**src/rtl/mem_seq_pkg.sv**
```systemverilog
// Shared encodings for the byte-serial memory sequencer.
package mem_seq_pkg;

  localparam logic [1:0] SZ_BYTE = 2'b00;
  localparam logic [1:0] SZ_HALF = 2'b01;
  localparam logic [1:0] SZ_WORD = 2'b10;
  localparam logic [1:0] SZ_ILL  = 2'b11;

  typedef enum logic [1:0] {
    IDLE = 2'd0,
    XFER = 2'd1,
    RESP = 2'd2
  } state_t;

  // Index of the final byte of a transfer of the given size.
  function automatic logic [1:0] last_idx(input logic [1:0] size);
    case (size)
      SZ_HALF: last_idx = 2'd1;
      SZ_WORD: last_idx = 2'd3;
      default: last_idx = 2'd0;
    endcase
  endfunction

  // Illegal size or natural-alignment violation; rejected without touching the RAM.
  function automatic logic misaligned(input logic [1:0] size, input logic [1:0] lo);
    case (size)
      SZ_BYTE: misaligned = 1'b0;
      SZ_HALF: misaligned = lo[0];
      SZ_WORD: misaligned = (lo != 2'b00);
      default: misaligned = 1'b1;
    endcase
  endfunction

endpackage

```
**src/rtl/load_ext.sv**
```systemverilog
// Zero/sign extension of an assembled little-endian load result.
module load_ext
  import mem_seq_pkg::*;
(
  input  logic [1:0]  size,
  input  logic        is_unsigned,
  input  logic [31:0] raw,
  output logic [31:0] ext
);

  // Extend from bit 7 or bit 15; words pass through untouched.
  always_comb begin
    ext = raw;
    case (size)
      SZ_BYTE: ext = {{24{~is_unsigned & raw[7]}}, raw[7:0]};
      SZ_HALF: ext = {{16{~is_unsigned & raw[15]}}, raw[15:0]};
      default: ext = raw;
    endcase
  end

endmodule

```
**src/rtl/byte_mem_sequencer.sv**
```systemverilog
// Splits byte/half/word loads and stores into single-byte accesses on an
// 8-bit RAM, one byte per cycle, little-endian.
module byte_mem_sequencer
  import mem_seq_pkg::*;
#(
  parameter int ADDR_WIDTH = 10,
  parameter int BYTE_WIDTH = 8
) (
  input  logic                  clk,
  input  logic                  rst,
  input  logic                  req_valid,
  output logic                  req_ready,
  input  logic                  req_we,
  input  logic [1:0]            req_size,
  input  logic                  req_unsigned,
  input  logic [ADDR_WIDTH-1:0] req_addr,
  input  logic [31:0]           req_wdata,
  output logic                  resp_valid,
  output logic [31:0]           resp_rdata,
  output logic                  resp_err,
  output logic [ADDR_WIDTH-1:0] A,
  output logic [BYTE_WIDTH-1:0] inD,
  output logic                  str,
  input  logic [BYTE_WIDTH-1:0] outD
);

  state_t                state;
  logic                  we_q;
  logic [1:0]            size_q;
  logic                  uns_q;
  logic [ADDR_WIDTH-1:0] base_q;
  logic [31:0]           wdata_q;
  logic [31:0]           raw_q;
  logic [31:0]           raw_next;
  logic [31:0]           ext_data;
  logic [1:0]            k_q;
  logic [1:0]            k_nx;

  assign req_ready = (state == IDLE);
  assign k_nx      = k_q + 2'd1;

  // Result so far with the byte currently on outD merged in at lane k.
  always_comb begin
    raw_next = raw_q;
    raw_next[{k_q, 3'b000} +: BYTE_WIDTH] = outD;
  end

  load_ext u_load_ext (
    .size        (size_q),
    .is_unsigned (uns_q),
    .raw         (raw_next),
    .ext         (ext_data)
  );

  // Sequencer FSM; RAM-side and response outputs are all registered so they
  // are already valid at the start of the cycle they belong to.
  always_ff @(posedge clk or posedge rst) begin
    if (rst) begin
      state      <= IDLE;
      we_q       <= 1'b0;
      size_q     <= SZ_BYTE;
      uns_q      <= 1'b0;
      base_q     <= '0;
      wdata_q    <= '0;
      raw_q      <= '0;
      k_q        <= '0;
      A          <= '0;
      inD        <= '0;
      str        <= 1'b0;
      resp_valid <= 1'b0;
      resp_err   <= 1'b0;
      resp_rdata <= '0;
    end else begin
      case (state)
        IDLE: begin
          if (req_valid) begin
            we_q    <= req_we;
            size_q  <= req_size;
            uns_q   <= req_unsigned;
            base_q  <= req_addr;
            wdata_q <= req_wdata;
            raw_q   <= '0;
            k_q     <= '0;
            if (misaligned(req_size, req_addr[1:0])) begin
              state      <= RESP;
              resp_valid <= 1'b1;
              resp_err   <= 1'b1;
            end else begin
              state <= XFER;
              A     <= req_addr;
              str   <= req_we;
              inD   <= req_we ? req_wdata[BYTE_WIDTH-1:0] : '0;
            end
          end
        end
        XFER: begin
          raw_q <= raw_next;
          if (k_q == last_idx(size_q)) begin
            state      <= RESP;
            A          <= '0;
            inD        <= '0;
            str        <= 1'b0;
            resp_valid <= 1'b1;
            resp_rdata <= we_q ? 32'd0 : ext_data;
          end else begin
            k_q <= k_nx;
            A   <= base_q + ADDR_WIDTH'(k_nx);
            inD <= we_q ? wdata_q[{k_nx, 3'b000} +: BYTE_WIDTH] : '0;
          end
        end
        RESP: begin
          state      <= IDLE;
          resp_valid <= 1'b0;
          resp_err   <= 1'b0;
          resp_rdata <= '0;
          k_q        <= '0;
        end
        default: state <= IDLE;
      endcase
    end
  end

endmodule

```
**config.mk**
```make
export PLATFORM = sky130hd
export DESIGN_NAME = byte_mem_sequencer
export DESIGN_NICKNAME = d
export VERILOG_FILES = /design/src/rtl/mem_seq_pkg.sv /design/src/rtl/load_ext.sv /design/src/rtl/byte_mem_sequencer.sv
export SDC_FILE = /design/constraint.sdc
export NUM_CORES = 1
export LEC_CHECK = 0
export CORE_MARGIN = 5
export CORE_UTILIZATION = 47
export DETAILED_ROUTE_END_ITERATION = 10
export DONT_BUFFER_PORTS = 1
export PLACE_DENSITY = 0.64
export SLEW_MARGIN = 5
export SYNTH_ARGS = -nofsm -noshare
export SYNTH_HDL_FRONTEND = slang
export SYNTH_SLANG_ARGS = --single-unit
```
**constraint.sdc**
```tcl
create_clock -name clk -period 6.4 [get_ports clk]
set_input_delay 1.28 -clock clk [delete_from_list [all_inputs] [get_ports clk]]
set_output_delay 1.28 -clock clk [all_outputs]
set_load 0.01 [all_outputs]
```
==> results of run 1 <==
## layer usage
layer | wire length, um | part of all wire [%] | global-route usage, % | vias up
li1 | - | - | - | 2040
met1 | 6160 | 40 | 24.7 | 2210
met2 | 7640 | 49 | 33.3 | 182
met3 | 1460 | 9.4 | 7.41 | 18
met4 | 185 | 1.2 | 6.69 | 0
met5 | 0 | 0 | 0 | -
## synthesized netlist by cell type (all sizes together) (2+ instances only)
| cell | number |
|---|---|
| dfrtp | 135 |
| nand2 | 62 |
| a21oi | 42 |
| mux2 | 42 |
| o21ai | 39 |
| nor2b | 35 |
| nor2 | 28 |
| clkbuf | 24 |
| a32o | 16 |
| buf | 14 |
| and3 | 10 |
| ha | 10 |
| inv | 9 |
| a22o | 8 |
| mux4 | 8 |
| o31ai | 8 |
| a211o | 7 |
| a221o | 7 |
| nor3 | 6 |
| a31oi | 5 |
| and2 | 5 |
| o21a | 5 |
| xnor2 | 5 |
| nand2b | 4 |
| nand3 | 4 |
| nor4bb | 4 |
| a221oi | 3 |
| mux2i | 3 |
| xor2 | 3 |
| nor4b | 2 |
| o21bai | 2 |
| o2bb2ai | 2 |
## where the power goes
part | internal, mW | total, mW | switching, mW
sequential | 1.18 | 1.51 | 0.331
combinational | 0.545 | 1.25 | 0.706
clock | 0.591 | 0.951 | 0.360
total | 2.31 | 3.71 | 1.40
## stage by stage
step                      util, %  total power [mW]  worst slack (ns)
after floorplan                 -              2.45              1.51
after global placement       48.8              2.72              2.74
after detailed placement     48.8              2.78              2.62
after CTS                    53.2              3.75              2.55
after global routing         53.2              3.96              2.26
final                        53.2              3.71              2.60
## worst max-delay path, delay by kind of cell, from the launching register on
kind,cells,cell delay [ns]
adder cells (fa/ha/maj),1,0.91
AND/OR/NAND/NOR,1,0.56
flip-flops,1,0.83
buffers and inverters,1,0.27
AO/OA/AOI/OAI,3,1.15
## sequential cells by signal, summed over array words and instances, names as in the netlist
| signal | flops |
|---|---|
| A | 10 |
| base_q | 10 |
| inD | 8 |
| k_q | 2 |
| raw_q | 32 |
| resp_err | 1 |
| resp_rdata | 32 |
| resp_valid | 1 |
| size_q | 2 |
| state | 2 |
| str | 1 |
| uns_q | 1 |
| wdata_q | 32 |
| we_q | 1 |
## layout make-up
cell class                      count  area [sq um]  area share, %
Tap cell                          176           220           3.13
Timing Repair Buffer                7          52.6          0.746
Clock inverter                     12           128           1.81
Sequential cell                   135          3380           48.0
Clock buffer                       20           457           6.48
Multi-Input combinational cell    391          2770           39.3
Inverter                            9          38.8          0.551
## cell families (layout without fill, tap and decap cells)
kind of cell / after synthesis / in the layout / share of synthesized area, %
xor gates and xnor gates: 8 / 8 / 1.10
muxes: 53 / 53 / 10.8
and+or+nand+nor: 167 / 167 / 13.2
buffers and inverters: 47 / 48 / 3.12
adders and majority gates: 11 / 11 / 2.29
AOI/OAI and AO/OA: 152 / 152 / 16.2
DFF: 135 / 135 / 53.3
## path summary, 6_finish.rpt
path,start,endpoint,slack (ns)
worst max-delay path,k_q[0]$_DFFE_PP0P_,resp_rdata[21]$_DFFE_PP0P_,2.60
worst min-delay path,raw_q[16]$_DFFE_PP0P_,raw_q[16]$_DFFE_PP0P_,0.47
worst max register to register,k_q[0]$_DFFE_PP0P_,resp_rdata[21]$_DFFE_PP0P_,2.60
worst min register to register,raw_q[16]$_DFFE_PP0P_,raw_q[16]$_DFFE_PP0P_,0.47
max in group asynchronous,rst,resp_rdata[11]$_DFFE_PP0P_,4.28
min in group asynchronous,rst,uns_q$_DFFE_PP0P_,0.77
==> results.md, run 1 <==
STA:
- The setup violation total in the final timing report is 0.
- Final hold analysis gives a worst-case slack of 0.473 ns.
- Setup repair after global routing left no endpoint under its margin.
- The final worst-path cycle share is 59.4%.
- The summed negative setup slack over all endpoints is 0 ns.
- The number of pins with negative max-slew slack in the final report is 0.
- The setup skew after layout is 0.00804 ns.
- The maximum operating frequency is 263 MHz.
- The smallest clock period supported by the final layout is computed as 3.80 ns.
- The final-report hold violation count is 0.
- The relative max-transition margin is 20.9%.
- At the pin with the least slew margin, the transition time is 1.17 ns.

Place:
- After detailed placement, the design holds a cell count of 718.
- Routability-driven placement finished with a final weighted congestion of 0.792.
- The half-perimeter wire length after placement is 10400 um.
- In this run the tool buffered the top-level ports with 0 buffer cells.
- The area of placed instances is 0.00646 sq mm.

Detailed routing:
- The number of detailed-routing iterations run before antenna repair is 6.
- The number of DRC violations after detailed-routing iteration 0 is 365.
- In the routed layout, each cell is associated on average with a via count of 5.93.
- The routed wire length is 15400 um.
- In this run the remaining antenna-violating nets after routing total 0.
- The total DRC errors in the routed layout is 0.
- The vias after detailed routing is 4450.
- The detail-routed net length per standard cell is 20.6 um.

Logic synthesis:
- The synthesized design contains 0 enable-type register cells.
- The total of warnings raised by yosys is 0.
- dfrtp_1 takes more of the synthesized area than any other cell.
- Summing the sequential cell areas from Yosys gives 53.3% of the chip area.
- Yosys attributes the largest share of cell area to dfrtp_1 53%, mux2_2 7.5%, nand2_1 3.7%.
- The most frequently used flop master after synthesis is dfrtp_1.
- The post-synthesis net count is 641.
- The number of distinct library cell variants in the gate-level netlist after synthesis is 54.
- In the synthesized netlist the async set-or-reset flop fraction comes to 100%.
- Synthesis handed over a netlist of 573 instances.
- The area fraction of the dominant cell type after synthesis is 53.3%.
- The per-instance average area after synthesis is 11.1 sq um.
- The flip-flop and latch count after synthesis is 135.
- The synthesized cell area is 0.00634 sq mm.

Setup path:
- For the worst setup path, the data required time is 6.75 ns.
- The class of the most critical setup path is flip-flop to flip-flop.
- The slowest stage of the critical path belongs to the cell ha_1.
- The worst setup path is launched from a flip-flop.
- The critical path goes through inv_1 -> ha_1 -> and4b_1 -> a22oi_1 -> o221ai_2 -> a32o_1.
- Data on the critical path arrives at its endpoint at 4.15 ns.
- In this run the worst path has a maximum fanout of 20.
- For this run, the slowest stage of the critical path takes 0.91 ns.
- The number of cells on the worst reg-to-reg path is 6.
- The worst setup path is captured at a flip-flop.

Global route:
- For this run, the total global-route usage over all layers was measured as 20.2%.
- The wire length of the first global-routing pass is 25300 um.
- The number of antenna violations at the first check in global routing came to 0.
- The total overflow left after global routing is 0.
- The maximum number of pins on one net before global-route repair is 74.
- The via count of the first global-routing pass is 4653.

Cells and area:
- The fraction of layout instances using a drive strength above 1 is 16.2%.
- The finished cells cover 0.00704 sq mm.
- The fill cell total of the finished layout is 1180.
- In the layout the commonest cells are 135 x dfrtp_1, 62 x nand2_1, 42 x a21oi_1, 42 x mux2_2, 38 x o21ai_0.
- The number of antenna diodes in the final layout is 0.
- The non-filler instance count after layout is 750.
- The net count reported at finish is 629.
- From synthesis to final layout, the design area changed by 11.0%.
- The most common cell after layout, fill and taps aside is dfrtp_1.

Clocking:
- The quantity of hold-fixing buffers added after cts is 0.
- The post-CTS setup-driven buffer insertion count is 0.
- In this run the number of H-tree levels came out at 4.
- TritonCTS built the clock tree.
- The master cell of the clock root buffer is clkbuf_16.
- The buffer depth of the longest clock path is 2.
- The number of clock sinks seen by CTS is 135.
- The clock latency reported for the late side of the worst-skew pair is 0.42 ns.
- TritonCTS created 17 clock buffers.
- After clock tree synthesis, the clock-pin slew on the worst setup and hold paths is 0.06 ns.
- The post-cts resize count is 0.

Floorplanning:
- The die covers 0.0159 sq mm.
- The top-level port count is 111.
- The floorplan row count is 42.
- The area of the core region is 0.0132 sq mm.
- Measured along the y axis, the die boundary spans 126 um.
- Measured along the x axis, the die boundary spans 126 um.
- The starting density of the core is 47.9%.

Hold path:
- The worst hold path cell count is 2.
- The path class of the tightest hold or removal check is flip-flop to flip-flop.

Run status:
- The run finished with clean final reports.

Power:
- The power density normalized to cell area is 527 mW/mm^2.
- The static power due to leakage is 3.09 nW.
- The largest vdd supply drop is 0.000311 V.

Flow run:
- The count of max-cap constraint violations is 0.
Power figures use the tool's default switching activity.
==> run 2, diff against run 1 <==
Settings changed: ABC_AREA from default to 1, PLACE_DENSITY 0.64 to 0.66.
Clock period 6.4 ns to 3.1 ns, I/O delays scaled along.
==> run 2 against run 1 <==
Power grew 100%; clock-buffer cell count grew 4; global-route usage grew 0.30 points; sequential share of layout area shrank 2.3 points; worst hold slack lost 0.19 ns; die area grew 5.8%; via count grew 23%; wire length grew 7.6%; final area grew 5.0%.
==> results.md, run 2 <==
Cells and area:
- Leaving out fill and tap cells, the most frequent cells in the layout are 316 x nand2_1, 135 x dfrtp_1, 106 x o21ai_0, 98 x nor2_1, 71 x inv_1.
- The largest registers in the layout are raw_q: 32 flops, resp_rdata: 32 flops, wdata_q: 32 flops.
- The diode insertion count for antenna repair is 0 (unchanged).
- Leaving out fill and tap cells, the most frequent cell in the layout is nand2_1.
- The fill cell total of the finished layout is 1362 (+15%).
- The net count reported at finish is 942 (+50%).
- Relative to the synthesized area, the layout overhead comes to 9.68%.
- The final core utilization is 52.9% (-0.30 points).
- The footprint of the flip-flops and latches is 0.00338 sq mm (unchanged).
- The multi-input gate area in the final layout is 0.00286 sq mm (+3.4%).
- The fraction of layout instances using a drive strength above 1 is 7.44% (-8.8 points).

Detailed routing:
- The detail-routed net length per standard cell is 15.6 um (-24%).
- The vias after detailed routing is 5482 (+23%).
- The total DRC errors in the routed layout is 0 (unchanged).
- The count of antenna-violating nets left after detailed routing is 0 (unchanged).
- The number of DRC violations after detailed-routing iteration 0 is 361 (-1.1%).
- The per-cell via count in the routed design is 5.14 (-13%).
- The routed wire length is 16600 um (+7.6%).
- The number of detailed-routing iterations run before antenna repair came to 4 (-2).

Logic synthesis:
- In the post-synthesis netlist, the biggest area contributors are dfrtp_1 50%, nand2_1 18%, o21ai_0 7.9%.
- The cell count after synthesis is 885 (+54%).
- The most repeated cell in the gate-level netlist after synthesis is nand2_1.
- The post-synthesis net count is 953 (+49%).
- The most frequently used flop master after synthesis is dfrtp_1.
- The largest total area in the synthesized netlist belongs to dfrtp_1.
- The synthesized cell area was 0.00674 sq mm (+6.3%).
- The per-instance average area after synthesis was 7.62 sq um (-31%).
- The area fraction of the dominant cell type after synthesis was 50.1% (-3.2 points).
- The share of synthesized flip-flops with an asynchronous set or reset was 100% (unchanged).
- By count the netlist is led by 316 x nand2_1, 135 x dfrtp_1, 106 x o21ai_0.
- The count of flip-flops with a built-in enable after synthesis is 0 (unchanged).
- The flip-flop and latch count after synthesis is 135 (unchanged).
- The total of warnings raised by yosys came to 0 (unchanged).
- The number of distinct library cell variants in the gate-level netlist after synthesis is 30 (-44%).
- The post-synthesis sequential area ratio is 50.1% (-3.2 points).

Run status:
- The flow ran to the end, and the final reports show no timing, DRC or antenna violations.

Clocking:
- The clock-pin slew on the worst setup and hold paths is 0.06 ns (about the same).
- The number of clock sinks seen by CTS is 135 (unchanged).
- The number of H-tree levels is 4 (unchanged).
- The clock latency reported for the late side of the worst-skew pair is 0.42 ns (about the same).
- TritonCTS built the clock tree.
- The post-CTS setup-driven buffer insertion count is 0 (unchanged).
- The master cell of the clock root buffer is clkbuf_16.
- The quantity of hold-fixing buffers added after cts came to 0 (unchanged).
- The post-cts resize count is 0 (unchanged).
- The buffer depth of the longest clock path was 2 (unchanged).
- The number of buffers created by CTS is 17 (unchanged).

STA:
- The summed negative setup slack over all endpoints came to 0 ns (unchanged).
- The measured slew at the worst slew-check pin is 0.760 ns (-0.410 ns).
- The time the worst path needs with I/O delays and setup is 2.35 ns (-1.46 ns).
- Setup repair after global routing left no endpoint under its margin.
- The number of pins with negative max-slew slack in the final report was 0 (unchanged).
- The final-report hold violation count came to 0 (unchanged).
- The relative max-transition margin is 49.3% (+28 points).
- The setup violation total in the final timing report is 0 (unchanged).
- The final worst-path cycle share came to 75.7% (+16 points).
- The setup skew after layout is 0.0117 ns (+0.00368 ns).
- The maximum operating frequency came to 426 MHz (+62%).

Flow run:
- The count of max-cap constraint violations is 0 (unchanged).

Floorplanning:
- The top-level port count is 111 (unchanged).
- The width of the chip is 130 um (+2.9%).
- The area of the core region was 0.0140 sq mm (+5.6%).
- The floorplan row count is 43 (+2.4%).
- The area of the die is 0.0168 sq mm (+5.8%).
- The starting density of the core is 48.2% (+0.31 points).
- The y dimension of the die is 130 um (+2.9%).

Global route:
- The global router's overall resource usage came to 20.5% (+0.30 points).
- The routing usage on met2 is 32.7% (-0.67 points).
- The number of antenna violations at the first check in global routing came to 0 (unchanged).
- The leftover overflow at the end of global routing is 0 (unchanged).
- The met3 track demand over resource is 6.71% (-0.70 points).
- The maximum number of pins on one net before global-route repair is 136 (+84%).
- The met1 routing resource usage after global routing was 26.9% (+2.2 points).
- The via count of the first global-routing pass is 5241 (+13%).
- The global-route layer with the greatest usage is met2.
- The wire length of the first global-routing pass is 27200 um (+7.4%).

Place:
- The half-perimeter wire length after placement is 11200 um (+7.4%).
- The number of buffer cells added on primary ports came to 0 (unchanged).
- The routability-driven placement congestion ratio came to 0.828 (+4.5%).

Setup path:
- The largest incremental delay on the critical path was 0.39 ns (-0.52 ns).
- STA classifies the critical path endpoint as a flip-flop.
- The cell with the largest stage delay on the worst path is dfrtp_1.
- The critical path data required time is 3.40 ns (-3.35 ns).
- The kind of launch point of the worst setup path is a flip-flop.
- The arrival time of data at the critical path endpoint is 2.65 ns (-1.50 ns).
- The class of the most critical setup path is flip-flop to flip-flop.
- Walking the worst path, the cells encountered are inv_2 -> ha_1 -> buf_4 -> ha_1 -> nand3_1 -> nand2_1 -> or2_2 -> nand3_1 -> a21oi_1.
- The maximum fanout along the worst path came to 25 (+25%).

Hold path:
- In this run the worst hold path is classified as primary input to asynchronous set/reset pin.

Power:
- The static power due to leakage is 3.65 nW (+18%).
- The power density normalized to cell area came to 1020 mW/mm^2 (+95%).
- The largest vdd supply drop is 0.000651 V (+110%).
## run 2: cell types whose count changed after synthesis, sizes merged, moves of 35 or more
cell and delta:
o21ai +77, nor2 +77, nor2b -35, nand2 +261, mux2 -42, inv +73
## run 2: final timing paths
path	from	end	slack, ns	depth (start not counted)
setup / recovery	k_q[0]$_DFFE_PP0P_	A[3]$_DFFE_PP0P_	0.75	9
hold / removal	rst	raw_q[2]$_DFFE_PP0P_	0.28	2
setup reg to reg	k_q[0]$_DFFE_PP0P_	A[3]$_DFFE_PP0P_	0.75	9
hold reg to reg	wdata_q[11]$_DFFE_PP0P_	wdata_q[11]$_DFFE_PP0P_	0.48	2
max in group asynchronous	rst	wdata_q[20]$_DFFE_PP0P_	2.24	2
min in group clk	req_addr[4]	base_q[4]$_DFFE_PP0P_	0.31	2
## run 2: cell families after synthesis
kind of cell	count (synthesis)	synth area share (%)
and+or+nand+nor	463	27.9
AOI/OAI and AO/OA	156	12.3
DFF	135	50.1
buffers and inverters	119	7.46
adders and majority gates	11	2.15
xor gates and xnor gates	1	0.130
## run 2: metrics by stage
step	std cells	total power, mW	hold WS, ns	instance area (sq um)	setup WS [ns]
after global routing	1067	8.20	0.288	7400	0.536
after floorplan	885	5.11	0.444	6750	0.732
final	1067	7.58	0.283	7400	0.754
after detailed placement	1035	5.72	0.468	6840	0.764
after CTS	1067	7.67	0.290	7400	0.725
after global placement	1035	5.68	0.466	6840	0.772
## run 2: report_power, final
group          total [mW]  internal [mW]  leakage (nW)  switching [mW]
clock                1.91           1.16         0.266           0.753
sequential           3.06           2.42          1.75           0.640
combinational        2.61          0.790          1.63            1.82
total                7.58           4.37          3.65            3.21
## run 2: area by class of cell
type / instances / share of cell area [%]
flip-flops and latches: 135 / 45.7
multi-input cells: 631 / 38.7
clock buffers: 24 / 6.51
inverters: 82 / 4.21
well taps: 180 / 3.04
clock inverters: 8 / 0.981
repair buffers: 7 / 0.880
## run 2: metal layers
| layer | part of all wire, % | up-vias | wire, um |
|---|---|---|---|
| met2 | 47 | 158 | 7830 |
| met4 | 0.91 | 0 | 152 |
| li1 | - | 2764 | - |
| met1 | 45 | 2551 | 7420 |
| met5 | 0 | - | 0 |
| met3 | 7.3 | 9 | 1210 |
## run 2: critical path: cells and delay by family, from the launching register on
kind	cells	cell delay [ns]
AO/OA/AOI/OAI	1	0.06
buffers and inverters	2	0.50
adder cells (fa/ha/maj)	2	0.62
AND/OR/NAND/NOR	4	0.65
flip-flops	1	0.39
==> run 3, diff against run 2 <==
Settings changed: PLACE_DENSITY 0.66 to 0.64.
Clock period 3.1 ns to 2.2 ns, I/O delays scaled along.
==> run 3 against run 2 <==
Non-clock buffer count grew 11; first-iteration DRC count grew 6.9%; worst hold slack lost 0.21 ns; worst setup slack lost 0.54 ns; largest power group unchanged; core utilization grew 1.1 points; wire length grew 0.99%; fmax grew 18%; sequential share of layout area shrank 0.94 points; combinational power grew 48%.
==> results.md, run 3 (synthesis gave the netlist of run 2 again) <==
Run status:
- The run finished with clean final reports.

Power:
- The power density normalized to cell area is 1470 mW/mm^2 (+43%).
- The largest vdd supply drop is 0.000825 V (+27%).
- The total net switching power is 4.62 mW (+44%).
- The static power due to leakage came to 3.73 nW (+2.2%).
- The switching share of power is 41.8% (-0.55 points).
- The part of the total power dissipated in the clock network was 26.6% (+1.4 points).
- The part of the total power dissipated in sequential elements was 38.6% (-1.8 points).
- The combinational group share of total power was 34.8% (+0.4 points).
- The internal power is 6.44 mW (+47%).

Setup path:
- By startpoint and endpoint, the worst setup path is classified as flip-flop to flip-flop.
- STA classifies the critical path startpoint as a flip-flop.
- The reg-to-reg startpoint is k_q[0]$_DFFE_PP0P_.
- The cell depth of the worst flop-to-flop path came to 8 (-1).
- The type of element capturing the critical path is a flip-flop.
- The maximum fanout along the worst path is 6 (-76%).
- The most critical setup path has its startpoint at k_q[0]$_DFFE_PP0P_.
- The critical path data required time is 2.55 ns (-0.85 ns).
- The arrival time of data at the critical path endpoint is 2.34 ns (-0.31 ns).

Detailed routing:
- The number of DRC violations after detailed-routing iteration 0 is 386 (+6.9%).
- The vias after detailed routing came to 5577 (+1.7%).
- The detail-routed net length per standard cell is 15.6 um (about the same).
- The routed wire length is 16800 um (+0.99%).
- The per-cell via count in the routed design was 5.17 (+0.69%).
- The number of detailed-routing iterations run before antenna repair was 5 (+1).
- The total DRC errors in the routed layout is 0 (unchanged).
- The count of antenna-violating nets left after detailed routing is 0 (unchanged).

Place:
- The number of buffer cells added on primary ports is 0 (unchanged).
- The half-perimeter wire length after placement came to 11500 um (+2.1%).
- The routability-driven placement congestion ratio is 0.811 (-2.1%).

Cells and area:
- Leaving out fill and tap cells, the most frequent cell in the layout is nand2_1.
- Relative to the synthesized area, the layout overhead comes to 12.0%.
- The final core utilization is 54.0% (+1.1 points).
- The fill cell total of the finished layout is 1349 (-0.95%).
- In the final layout, the registers with the most flip-flops are raw_q: 32 flops, resp_rdata: 32 flops, wdata_q: 32 flops.
- The net count reported at finish was 953 (+1.2%).
- The fraction of layout instances using a drive strength above 1 is 9.13% (+1.7 points).
- The multi-input gate area in the final layout came to 0.00288 sq mm (+0.44%).
- Leaving out fill and tap cells, the most frequent cells in the layout are 316 x nand2_1, 135 x dfrtp_1, 106 x o21ai_0, 97 x nor2_1, 71 x inv_1.
- The footprint of the flip-flops and latches is 0.00338 sq mm (unchanged).
- The diode insertion count for antenna repair was 0 (unchanged).

Clocking:
- The clock latency reported for the late side of the worst-skew pair is 0.43 ns (about the same).
- The number of clock sinks seen by CTS came to 135 (unchanged).
- In this run the clock root is driven by a clkbuf_16.
- The number of H-tree levels was 4 (unchanged).
- The number of buffers created by CTS came to 17 (unchanged).
- The clock-pin slew on the worst setup and hold paths is 0.06 ns (about the same).
- The quantity of hold-fixing buffers added after cts is 0 (unchanged).
- The buffer depth of the longest clock path was 2 (unchanged).
- The TritonCTS clock tree is built.

Floorplanning:
- The top-level port count is 111 (unchanged).
- The y dimension of the die is 130 um (unchanged).
- The starting density of the core came to 48.2% (unchanged).
- The width of the chip is 130 um (unchanged).
- The area of the die is 0.0168 sq mm (unchanged).
- The area of the core region is 0.0140 sq mm (unchanged).
- The floorplan row count came to 43 (unchanged).

STA:
- The time the worst path needs with I/O delays and setup is 1.99 ns (-0.357 ns).
- The final-report hold violation count is 0 (unchanged).
- Setup repair after global routing left no endpoint under its margin.
- The maximum operating frequency is 503 MHz (+18%).
- The measured slew at the worst slew-check pin was 0.761 ns (+0.000811 ns).
- The setup violation total in the final timing report was 0 (unchanged).
- The setup skew after layout came to 0.00771 ns (-0.00401 ns).
- The tightest hold margin is 0.0680 ns (-0.215 ns).
- The number of pins with negative max-slew slack in the final report is 0 (unchanged).
- The relative max-transition margin is 49.3% (-0.054 points).
- The summed negative setup slack over all endpoints is 0 ns (unchanged).
- The final worst-path cycle share is 90.4% (+15 points).

Global route:
- The global router's overall resource usage was 21.0% (+0.46 points).
- The number of antenna violations at the first check in global routing is 0 (unchanged).
- The maximum number of pins on one net before global-route repair is 136 (unchanged).
- The via count of the first global-routing pass was 5455 (+4.1%).
- The wire length of the first global-routing pass came to 27700 um (+2.0%).
- The leftover overflow at the end of global routing came to 0 (unchanged).

Hold path:
- The min-delay analysis places its worst path in the category primary input to asynchronous set/reset pin.

Flow run:
- The count of max-cap constraint violations was 0 (unchanged).
## run 3: cell count changes in the layout (fill, tap and decap cells not counted), sizes merged
| cell | change |
|---|---|
| clkbuf | -6 |
| buf | +11 |
| bufinv | +2 |
| clkinv | +2 |
| inv | +2 |
## run 3: final cells by class
class                      instances  share of cell area (%)
sequential                       135                    44.7
clock inverter                    14                    2.32
clock buffer                      18                    5.82
timing repair buffer              18                    1.95
multi-input combinational        631                    38.1
inverter                          82                    4.13
tap                              180                    2.98
## run 3: power by group through the flow
stage               Clock (mW)  Combinational [mW]  Sequential (mW)
finish                    2.95                3.85             4.27
global route              3.11                4.47             4.41
CTS                       3.01                3.90             4.30
detailed placement           0                3.87             4.33
global placement             0                3.80             4.32
floorplan                    0                3.12             4.09
## run 3: layer usage
layer	track usage, %	part of all wire [%]	vias up
li1	-	-	2794
met1	27.4	45	2597
met2	32.2	46	164
met3	8.51	7.7	22
met4	6.23	1.5	0
met5	0	0	-
## run 3: worst paths after layout
path | end | slack, ns
worst max-delay path | A[4]$_DFFE_PP0P_ | 0.21
worst min-delay path | resp_rdata[14]$_DFFE_PP0P_ | 0.07
worst max register to register | A[4]$_DFFE_PP0P_ | 0.21
worst min register to register | wdata_q[27]$_DFFE_PP0P_ | 0.48
max in group asynchronous | wdata_q[25]$_DFFE_PP0P_ | 1.54
min in group clk | wdata_q[8]$_DFFE_PP0P_ | 0.12
## run 3: metrics by stage
stage	cell area [sq um]	power, mW	instances	setup WS (ns)
after floorplan	6750	7.21	885	0.0152
after global placement	6930	8.12	1046	0.255
after detailed placement	6930	8.20	1046	0.170
after CTS	7540	11.2	1078	0.158
after global routing	7550	12.0	1078	0.0159
final	7550	11.1	1078	0.211
## run 3: critical path: stages, from the launching register on
cell and delay (ns):
dfrtp_1 0.36, inv_2 0.06, ha_1 0.37, inv_2 0.11, fa_1 0.47, nor2_4 0.16
or2_2 0.13, nand3_1 0.07, a21oi_1 0.18
## run 3: timing repair
action	CTS	global route
endpoints found under the setup margin	0	18
setup buffers	0	0
resized for setup	0	2
